==> config.mk <==
export PLATFORM = sky130hd
export DESIGN_NAME = jtframe_sdram_arb
export DESIGN_NICKNAME = d
export VERILOG_FILES = /design/src/rtl/jtframe_sdram_arb_pkg.sv /design/src/rtl/jtframe_sdram_arb_cache.sv /design/src/rtl/jtframe_sdram_arb.sv
export SDC_FILE = /design/constraint.sdc
export NUM_CORES = 1
export LEC_CHECK = 0
export ABC_AREA = 1
export CORE_ASPECT_RATIO = 1.5
export CORE_UTILIZATION = 36
export DETAILED_ROUTE_END_ITERATION = 10
export PLACE_DENSITY = 0.64
export SLEW_MARGIN = 20
export SYNTH_ARGS = -nofsm -noshare
export SYNTH_HDL_FRONTEND = slang
export SYNTH_HIERARCHICAL = 1
export SYNTH_SLANG_ARGS = --single-unit
==> constraint.sdc <==
create_clock -name clk -period 2.2 [get_ports clk]
set_input_delay 0.22 -clock clk [delete_from_list [all_inputs] [get_ports clk]]
set_output_delay 0.22 -clock clk [all_outputs]
set_load 0.005 [all_outputs]
==> src/rtl/jtframe_sdram_arb_pkg.sv <==
// Shared types and helpers for the SDRAM read-port arbiter.
// Latency: n/a (types and a combinational round-robin picker only).
// Backpressure: n/a.
package jtframe_sdram_arb_pkg;

    typedef enum logic [1:0] {
        IDLE,
        WAIT_ACK,
        WAIT_RDY
    } state_t;

    // Widest requester vector the picker handles; callers zero-extend.
    localparam int MAXSLOT = 8;

    // Round-robin search starting just after 'last'. Returns the found flag;
    // the chosen slot index comes back through 'idx' (0 when nothing found).
    function automatic logic rr_pick(
        input  logic [MAXSLOT-1:0] req,
        input  int                 last,
        input  int                 nslot,
        output int                 idx
    );
        logic found;
        int   j;
        found = 1'b0;
        idx   = 0;
        for (int k = 1; k <= MAXSLOT; k++) begin
            if (k <= nslot && !found) begin
                j = (last + k) % nslot;
                if (req[j]) begin
                    found = 1'b1;
                    idx   = j;
                end
            end
        end
        return found;
    endfunction

endpackage

==> src/rtl/jtframe_sdram_arb_cache.sv <==
// One-entry read cache for a single ROM slot: tag/data/valid, hit detect, slot_ok/slot_dout.
// Latency: ok rises 1 cycle after a hit, or in the cycle right after a matching fill.
// Backpressure: none; fill and flush are single-cycle strobes from the arbiter FSM.
// Ports: clk, rst_n, flush (invalidate), fill/fill_tag/fill_data (write entry),
//        cs/addr (slot request), hit (comb), ok/dout (registered slot outputs).
module jtframe_sdram_arb_cache
    import jtframe_sdram_arb_pkg::*;
#(
    parameter int AW = 22,
    parameter int DW = 32
) (
    input  logic          clk,
    input  logic          rst_n,
    input  logic          flush,
    input  logic          fill,
    input  logic [AW-1:0] fill_tag,
    input  logic [DW-1:0] fill_data,
    input  logic          cs,
    input  logic [AW-1:0] addr,
    output logic          hit,
    output logic          ok,
    output logic [DW-1:0] dout
);

    logic [AW-1:0] tag;
    logic          valid;

    assign hit = cs && valid && (tag == addr);

    // dout doubles as the data store, so it always shows the cached word.
    // A fill is forwarded into ok so the requester sees data one cycle after
    // data_rdy rather than two; a fill with a stale tag never raises ok.
    always_ff @(posedge clk or negedge rst_n) begin
        if (!rst_n) begin
            tag   <= '0;
            valid <= 1'b0;
            ok    <= 1'b0;
            dout  <= '0;
        end else if (flush) begin
            valid <= 1'b0;
            ok    <= 1'b0;
        end else begin
            if (fill) begin
                tag   <= fill_tag;
                valid <= 1'b1;
                dout  <= fill_data;
            end
            ok <= cs && (fill ? (fill_tag == addr) : hit);
        end
    end

endmodule

==> src/rtl/jtframe_sdram_arb.sv <==
// Round-robin arbiter sharing one SDRAM read port among NSLOT ROM slots, each with a one-entry cache.
// Latency: request issues 1 cycle after a miss is visible; slot_ok the cycle after data_rdy.
// Backpressure: sdram_req held until sdram_ack; no grants while downloading; loop_rst aborts.
// Ports: clk, rst_n, loop_rst, downloading, slot_cs/slot_addr/slot_ok/slot_dout (per slot),
//        sdram_req/sdram_addr/sdram_ack/data_rdy/data_read (controller side), refresh_en.
module jtframe_sdram_arb
    import jtframe_sdram_arb_pkg::*;
#(
    parameter int                   NSLOT   = 4,
    parameter int                   AW      = 22,
    parameter int                   DW      = 32,
    parameter logic [NSLOT*AW-1:0]  OFFSETS = '0
) (
    input  logic                clk,
    input  logic                rst_n,
    input  logic                loop_rst,
    input  logic                downloading,
    input  logic [NSLOT-1:0]    slot_cs,
    input  logic [NSLOT*AW-1:0] slot_addr,
    output logic [NSLOT-1:0]    slot_ok,
    output logic [NSLOT*DW-1:0] slot_dout,
    output logic                sdram_req,
    output logic [AW-1:0]       sdram_addr,
    input  logic                sdram_ack,
    input  logic                data_rdy,
    input  logic [DW-1:0]       data_read,
    output logic                refresh_en
);

    localparam int GW = $clog2(NSLOT);

    state_t         state;
    logic [GW-1:0]  gnt;
    logic [GW-1:0]  last;
    logic [AW-1:0]  gnt_addr;
    logic           dl_d;

    logic [NSLOT-1:0] hit;
    logic [NSLOT-1:0] miss;
    logic [NSLOT-1:0] fill;
    logic [AW-1:0]    addr_a [NSLOT];
    logic [AW-1:0]    off_a  [NSLOT];

    logic           pick_found;
    int             pick_int;
    logic [GW-1:0]  pick_idx;
    logic           issue;
    logic           fill_any;
    logic           flush;

    assign miss = slot_cs & ~hit;

    always_comb begin
        pick_int   = 0;
        pick_found = rr_pick(MAXSLOT'(miss), int'(last), NSLOT, pick_int);
    end

    assign pick_idx = GW'(pick_int);
    assign issue    = (state == IDLE) && !loop_rst && !downloading && pick_found;
    assign refresh_en = (state == IDLE) && !issue;

    // Data arriving together with the ack is accepted as ack-then-rdy.
    assign fill_any = !loop_rst && data_rdy &&
                      ((state == WAIT_RDY) || (state == WAIT_ACK && sdram_ack));

    // Caches may hold pre-download contents; drop them when the load ends.
    assign flush = loop_rst || (dl_d && !downloading);

    for (genvar i = 0; i < NSLOT; i++) begin : g_slot
        assign addr_a[i] = slot_addr[i*AW +: AW];
        assign off_a[i]  = OFFSETS[i*AW +: AW];
        assign fill[i]   = fill_any && (gnt == GW'(i));

        jtframe_sdram_arb_cache #(
            .AW (AW),
            .DW (DW)
        ) u_cache (
            .clk       (clk),
            .rst_n     (rst_n),
            .flush     (flush),
            .fill      (fill[i]),
            .fill_tag  (gnt_addr),
            .fill_data (data_read),
            .cs        (slot_cs[i]),
            .addr      (addr_a[i]),
            .hit       (hit[i]),
            .ok        (slot_ok[i]),
            .dout      (slot_dout[i*DW +: DW])
        );
    end

    always_ff @(posedge clk or negedge rst_n) begin
        if (!rst_n) begin
            state      <= IDLE;
            sdram_req  <= 1'b0;
            sdram_addr <= '0;
            gnt        <= '0;
            gnt_addr   <= '0;
            last       <= GW'(NSLOT-1);
            dl_d       <= 1'b0;
        end else begin
            dl_d <= downloading;
            if (loop_rst) begin
                state     <= IDLE;
                sdram_req <= 1'b0;
                last      <= GW'(NSLOT-1);
            end else begin
                case (state)
                    IDLE: begin
                        if (issue) begin
                            gnt        <= pick_idx;
                            // Tag keeps the slot-relative address; the bus gets the offset one.
                            gnt_addr   <= addr_a[pick_idx];
                            sdram_addr <= addr_a[pick_idx] + off_a[pick_idx];
                            sdram_req  <= 1'b1;
                            state      <= WAIT_ACK;
                        end
                    end
                    WAIT_ACK: begin
                        if (sdram_ack) begin
                            sdram_req <= 1'b0;
                            if (data_rdy) begin
                                last  <= gnt;
                                state <= IDLE;
                            end else begin
                                state <= WAIT_RDY;
                            end
                        end
                    end
                    WAIT_RDY: begin
                        if (data_rdy) begin
                            last  <= gnt;
                            state <= IDLE;
                        end
                    end
                    default: state <= IDLE;
                endcase
            end
        end
    end

endmodule

# Yosys cells after proc, flatten, opt, wreduce, memory -nomap -nowiden

Index checks and enable logic that the tools add are counted.

Bits of input ports: 130
Output and inout bits: 156
Register bits: 276
Logic and storage cells: 169

Magnitude comparators: 5
$add $sub $neg: 5
Equality and inequality tests: 16
Mux-type cells: 62
Bitwise operators: 9
Reduce and logical (&&, ||, !) cells: 49

Operator list:

| kind                                                                 | number |
|---|---|
| 22-bit == test                                                       | 8 |
| 22-bit binary-select mux with 2-bit select                           | 2 |
| 22-bit 2-to-1 mux                                                    | 4 |
| 1-bit 2-to-1 mux                                                     | 34 |
| 2-bit 2-to-1 mux                                                     | 15 |
| 1-bit logical AND                                                    | 24 |
| 22-bit adder                                                         | 1 |
| 3-bit by 5-bit < comparator with 1-bit output, second input constant | 4 |
| 1-bit binary-select mux with 3-bit select                            | 4 |
| 2-bit AND reduction                                                  | 5 |
| 3-bit inequality test, second input constant                         | 3 |
| 3-bit AND reduction                                                  | 3 |
| 2-bit nonzero test                                                   | 4 |
| 2-bit OR reduction                                                   | 4 |
| 2-bit == test, second input constant                                 | 3 |
| 2-bit one-hot mux with 3 select lines                                | 1 |
| 3-bit nonzero test                                                   | 2 |
| 2-bit by 1-bit adder with 2-bit output, second input constant        | 2 |
| 2-bit adder, second input constant                                   | 2 |
| 1-bit bitwise AND, first input constant                              | 4 |
| 4-bit bitwise AND                                                    | 1 |
| 2-bit by 1-bit == test with 1-bit output, second input constant      | 2 |
| 2-bit logical NOT                                                    | 2 |
| 4-bit NOT                                                            | 1 |
| 7 further kinds                                                      | 11 |

# Depth between registers and ports, before layout

Depth in word-level cells: 19
Mapped depth: 24
Gate-level depth less buffers: 23

# Modules after synthesis

The synthesis kept the hierarchy.

By module, submodules not included:

| module                  | area an instance (um2) | sequential area each (um2) | times used | cells an instance |
|---|---|---|---|---|
| jtframe_sdram_arb_cache | 2895.3                 | 1401.3                     | 4          | 325 |
| jtframe_sdram_arb       | 2526.2                 | 753.2                      | 1          | 423 |

# Least setup slack after synthesis

No wires, ideal clock.

Path type: reg-to-output
From: register g_slot[2].u_cache.tag[10]
To: output port refresh_en
Cell stages (with the launch flop): 18
Slack: 0.005 ns
Arrival time: 1.975 ns
Required time: 1.980 ns
Path buffers: 1
Path through: dfrtp_1 > nor2_1 > nor2_1 > nor2_1 > nand2_1 > nor2_1 > and3_1 > inv_1 > nand3_1 > nand2_1 > nand2_1 > nand2_2 > nor2_4 > nand3_2 > nand3_1 > inv_2 > buf_2 > nor2_1

Cells in the longest elaborated chain, start to end: 14
Elaborated cells between the ends (all ways): 26
Classes of those cells: eq/ne: 1; mux: 19; bitwise: 2; reduce/logical: 4

Ends and longest elaborated chain:

| element                                             | RTL line                      | source |
|---|---|---|
| start, declared                                     | jtframe_sdram_arb_cache.sv:25 | `logic [AW-1:0] tag;` |
| start signal, assigned                              | jtframe_sdram_arb_cache.sv:44 | `tag <= fill_tag;` |
| 22-bit == test *                                    | jtframe_sdram_arb_cache.sv:28 | `assign hit = cs && valid && (tag == addr);` |
| 1-bit logical AND *                                 | jtframe_sdram_arb_cache.sv:28 |  |
| net hit[2]                                          | jtframe_sdram_arb.sv:38       | `logic [NSLOT-1:0] hit;` |
| 4-bit NOT *                                         | jtframe_sdram_arb.sv:51       | `assign miss = slot_cs & ~hit;` |
| 4-bit bitwise AND *                                 | jtframe_sdram_arb.sv:51       |  |
| 1-bit binary-select mux with 3-bit select           | jtframe_sdram_arb_pkg.sv:30   | `if (req[j]) begin` |
| 1-bit 2-to-1 mux (not written as such) (2 in a row) | jtframe_sdram_arb_pkg.sv:30   |  |
| 1-bit 2-to-1 mux                                    | jtframe_sdram_arb_pkg.sv:30   |  |
| 1-bit 2-to-1 mux (2 in a row)                       | jtframe_sdram_arb_pkg.sv:28   | `if (k <= nslot && !found) begin` |
| 1-bit 2-to-1 mux *                                  | jtframe_sdram_arb_pkg.sv:28   |  |
| 1-bit logical AND *                                 | jtframe_sdram_arb.sv:59       | `assign issue = (state == IDLE) && !loop_rst && !downloading && pick_found;` |
| 1-bit logical NOT *                                 | jtframe_sdram_arb.sv:60       | `assign refresh_en = (state == IDLE) && !issue;` |
| 1-bit logical AND *                                 | jtframe_sdram_arb.sv:60       |  |
| end, declared                                       | jtframe_sdram_arb.sv:27       | `output logic refresh_en` |

Mark *: on every way through the listed nets, which the timed path passes. The rest lies on a longest branch. The select of a mux whose other input is x is not followed.

# Worst setup path in the final report

From: register g_slot[3].u_cache.tag[3]
To: register gnt[0]

Cells in the longest elaborated chain, start to end: 14
Elaborated cells between the ends (all ways): 32
Classes of those cells: eq/ne: 1; mux: 26; bitwise: 2; reduce/logical: 3

Ends and longest elaborated chain:

| element                                             | RTL line                      | source |
|---|---|---|
| start, declared                                     | jtframe_sdram_arb_cache.sv:25 |  |
| start signal, assigned                              | jtframe_sdram_arb_cache.sv:44 |  |
| 22-bit == test *                                    | jtframe_sdram_arb_cache.sv:28 |  |
| 1-bit logical AND *                                 | jtframe_sdram_arb_cache.sv:28 |  |
| net hit[3]                                          | jtframe_sdram_arb.sv:38       |  |
| 4-bit NOT *                                         | jtframe_sdram_arb.sv:51       |  |
| 4-bit bitwise AND *                                 | jtframe_sdram_arb.sv:51       |  |
| 1-bit binary-select mux with 3-bit select           | jtframe_sdram_arb_pkg.sv:30   |  |
| 1-bit 2-to-1 mux (not written as such) (2 in a row) | jtframe_sdram_arb_pkg.sv:30   |  |
| 2-bit 2-to-1 mux (2 in a row)                       | jtframe_sdram_arb_pkg.sv:30   |  |
| 2-bit 2-to-1 mux                                    | jtframe_sdram_arb_pkg.sv:28   |  |
| 2-bit 2-to-1 mux                                    | jtframe_sdram_arb_pkg.sv:30   |  |
| 2-bit 2-to-1 mux                                    | jtframe_sdram_arb_pkg.sv:28   |  |
| 2-bit 2-to-1 mux                                    | jtframe_sdram_arb_pkg.sv:30   |  |
| 2-bit 2-to-1 mux                                    | jtframe_sdram_arb_pkg.sv:28   |  |
| end signal, assigned                                | jtframe_sdram_arb.sv:111      | `gnt <= pick_idx;` |
| end, declared                                       | jtframe_sdram_arb.sv:33       | `logic [GW-1:0] gnt;` |

Marks and branches as above.
A chain may end at the register's enable or synchronous reset.

==> reports/results.ini <==
[floorplanning]
dieWidth_um = 163.6
fp-row-count = 88
chipHeight_um = 244.4
io_pins = 286
starting_utilization_of_the_core_area = 0.3661
placeableCoreArea_um2 = 38540
die_area_um2 = 40000

[route]
first_pass_iters = 5
detail_route.vias_per_cell = 5.022
ant_nets = 0
first_iter_violations = 1031
routed-via-count = 13945
wl_per_cell_um = 20.13
drcViolationCount = 0
wl_um = 55910

[timing]
fin_crit_ns = 2.885
final.period_utilization = 1.311
layout_setup_ws_ns = -0.6851
timing.clock.skew_ns = 0.01195
timing.fmax_mhz = 346.6
setup-tns-final_ns = -14.85
tightest_slew_ns = 0.6433
slew_headroom = 0.5712
finalHoldViolations = 0
setup_viol = 28
maxSlewViolCount = 0
rsz_0062_raised_after_global_routing = true

[synthesis]
synth_flop_cell = dfrtp_1
synth_edf_count = 0
syn_inst = 1723
synthesis.nets = 1853
ys_top_cells_by_count = nand2_1 (478), inv_1 (280), dfrtp_1 (252)
most_frequently_used_cell_type_in_the_post_synthesis_netlist = nand2_1
ys_types = 32
asyncSetResetFlopFracSynth = 1.000
ys.warnings.count = 6
syn-cell-area_um2 = 14110
synthesis.area_per_instance_um2 = 8.188
synth-seq-area-share = 0.4507
synthDominantCellAreaShare = 0.4470
synth_top_cells_by_area = dfrtp_1 (45%), nand2_1 (13%), mux2_4 (8.5%)
synth.largest_area_cell = dfrtp_1
ys_ff_latch = 254

[clock_network]
clk_latency_ns = 0.57
total_clock_buffers_created_by_cts = 28
tritoncts = done
cts-htree-levels = 1
clk_pin_slew_ns = 0.06
cts.root.buffer_cell = clkbuf_16
cts-root-to-sink-buffers = 3
clk_sink_count = 254

[final_layout]
area_growth_synth_to_finish_pct = 51.54
layout.core_utilization = 0.5547
post_route_cells_drive_above_1_share = 0.2645
seqCellArea_um2 = 6365
filler_cell_count = 3461
nets = 2390
multiInputGateArea_um2 = 6889
fin_cells = 2777

[worst_setup_path]
crit_path_max_fanout = 8
worst_path_cell_chain = inv_1 > nand2_1 > o21ai_2 > nor2_2 > nand2_1 > nor2_2 > and3_4 > inv_4 > nand3_4 > nand2_2 > nand2_2 > nand2_2 > nor2_4 > nand3_4 > buf_4 > nand2_8 > nand2_8 > buf_4 > buf_6 > buf_4 > o21ai_1 > inv_1
crit_required_ns = 2.66
critPathCaptureType = flop
timing.critical_path.slowest_cell_delay_ns = 0.37
cp_slowest_cell = dfrtp_1
timing.critical_path.from_type = flop
worstPathArrival_ns = 3.34
criticalPathCategory = flop to flop

[pwr]
largest_voltage_drop_on_the_vdd_net_v = 0.0007107
power_per_cell_area_nw_per_um2 = 1175
power.leakage_nw = 11.28
finalPower_w = 0.02513

[worst_hold_path]
type_of_the_tightest_min_delay_check = input pin to asynchronous set/reset pin

[global_route]
grt.total_usage = 0.2783
maximum_number_of_pins_on_one_net_before_global_route_repair = 72
globalRoute.totalOverflow = 0
first_global_vias = 14163
grt_antenna_before_repair = 2
grt_pass1_wl_um = 83170

[place]
post-dp-hpwl_um = 40310
post-place-cells = 2686
gp_congestion = 1.006
port_buffers = 285

[outcome]
run_status = complete, but fails checks
violations = negative setup slack

[job]
max-cap-violations = 0

-- final cells by class --
cell class              instances  area share
diodes                          2   0.0002341
clock buffers                  35     0.03687
clock inverters                15    0.007784
inverters                     289     0.05174
multi-input cells            1131      0.3223
flip-flops and latches        254      0.2977
well taps                     495     0.02897
repair buffers                556      0.2544
-- layer usage --
metal  global-route usage  vias up  wire (um)
li1                     -     6415          -
met1               0.3043     6584      20070
met2               0.4745      712      26470
met3              0.06496      234       4643
met4               0.1865        0       4737
met5                    0        -          0
-- worst paths after layout --
| check | startpoint | to | slack (ns) | cells past startpoint |
|---|---|---|---|---|
| max | g_slot[3].u_cache/tag[3] | gnt[0] | -0.69 | 22 |
| min | rst_n | g_slot[3].u_cache/dout[17] | 0.1 | 2 |
| max reg2reg | g_slot[3].u_cache/tag[3] | gnt[0] | -0.69 | 22 |
| min reg2reg | g_slot[2].u_cache/valid | g_slot[2].u_cache/valid | 0.49 | 2 |
| max in group asynchronous | rst_n | g_slot[3].u_cache/dout[8] | 1.31 | 3 |
| min in group clk | downloading | dl_d | 0.13 | 1 |
-- flip-flops by register name, summed over array words and instances (netlist names) --
name,count
dl_d,1
sdram_addr,22
g_slot.u_cache/ok,4
state,2
g_slot.u_cache/tag,88
gnt,2
sdram_req,1
g_slot.u_cache/dout,128
g_slot.u_cache/valid,4
last,2
-- logic make-up after synthesis --
family | Yosys count | synth area share
buffers and inverters | 338 | 0.1056
and+or+nand+nor | 781 | 0.2231
xor gates and xnor gates | 41 | 0.02545
muxes | 140 | 0.1330
AOI/OAI and AO/OA | 169 | 0.06200
DFF | 254 | 0.4507
-- placed cells by master (no fill, tap or decap), types with 3 or more instances in the layout --
master	netlist	layout
nand2_1	478	438
clkdlybuf4s50_1	0	283
inv_1	280	275
dfrtp_1	252	247
buf_4	5	225
nor2_1	172	154
o21ai_0	114	108
mux2_4	80	80
nand3_1	100	60
mux2_2	60	60
a21oi_1	45	41
nand3_2	1	36
clkbuf_16	0	33
buf_12	0	26
nand2_2	3	24
xor2_1	24	24
xnor2_1	17	17
nand2_4	3	17
nor2_2	2	13
inv_2	8	11
nor2_4	1	8
clkinv_2	0	7
buf_6	24	7
o211ai_1	6	6
nor3_1	8	5
nand3_4	0	5
nand2_8	0	5
or2_1	5	5
dfrtp_2	0	5
a21oi_2	0	4
o21ai_1	0	4
clkbuf_8	0	4
buf_16	0	4
nand4_1	4	4
buf_8	0	4
bufinv_16	0	3
clkinv_4	0	3
and3_4	0	3
-- through the flow --
stage,hold WS [ns],instance area (um2),setup slack (ns)
after floorplan,-0.07559,14110,0.005416
after global placement,0.09082,19200,-1.033
after detailed placement,0.09199,19200,-1.089
after CTS,0.09132,21010,-0.6153
after global routing,0.1201,21370,-0.8546
final,0.09911,21380,-0.6851
-- power breakdown --
group / switching, W / internal [W]
combinational: 0.00617 / 0.00650
sequential: 0.00155 / 0.00598
clock: 0.00205 / 0.00288
total: 0.00977 / 0.0154
-- critical path, delay by kind of cell, from the launching register on --
family | cells | cell delay (ns)
DFF | 1 | 0.37
and+or+nand+nor | 13 | 1.44
buffers and inverters | 7 | 0.74
AOI/OAI and AO/OA | 2 | 0.22
-- repair_timing --
item	CTS	global route
buffers inserted	17	12
hold buffers	1	0
cloned	8	5
resized for setup	142	54
pin swaps	36	39
endpoints found under the hold margin	252	0
setup endpoints to repair	34	207
(Power assumes the default switching activity.)
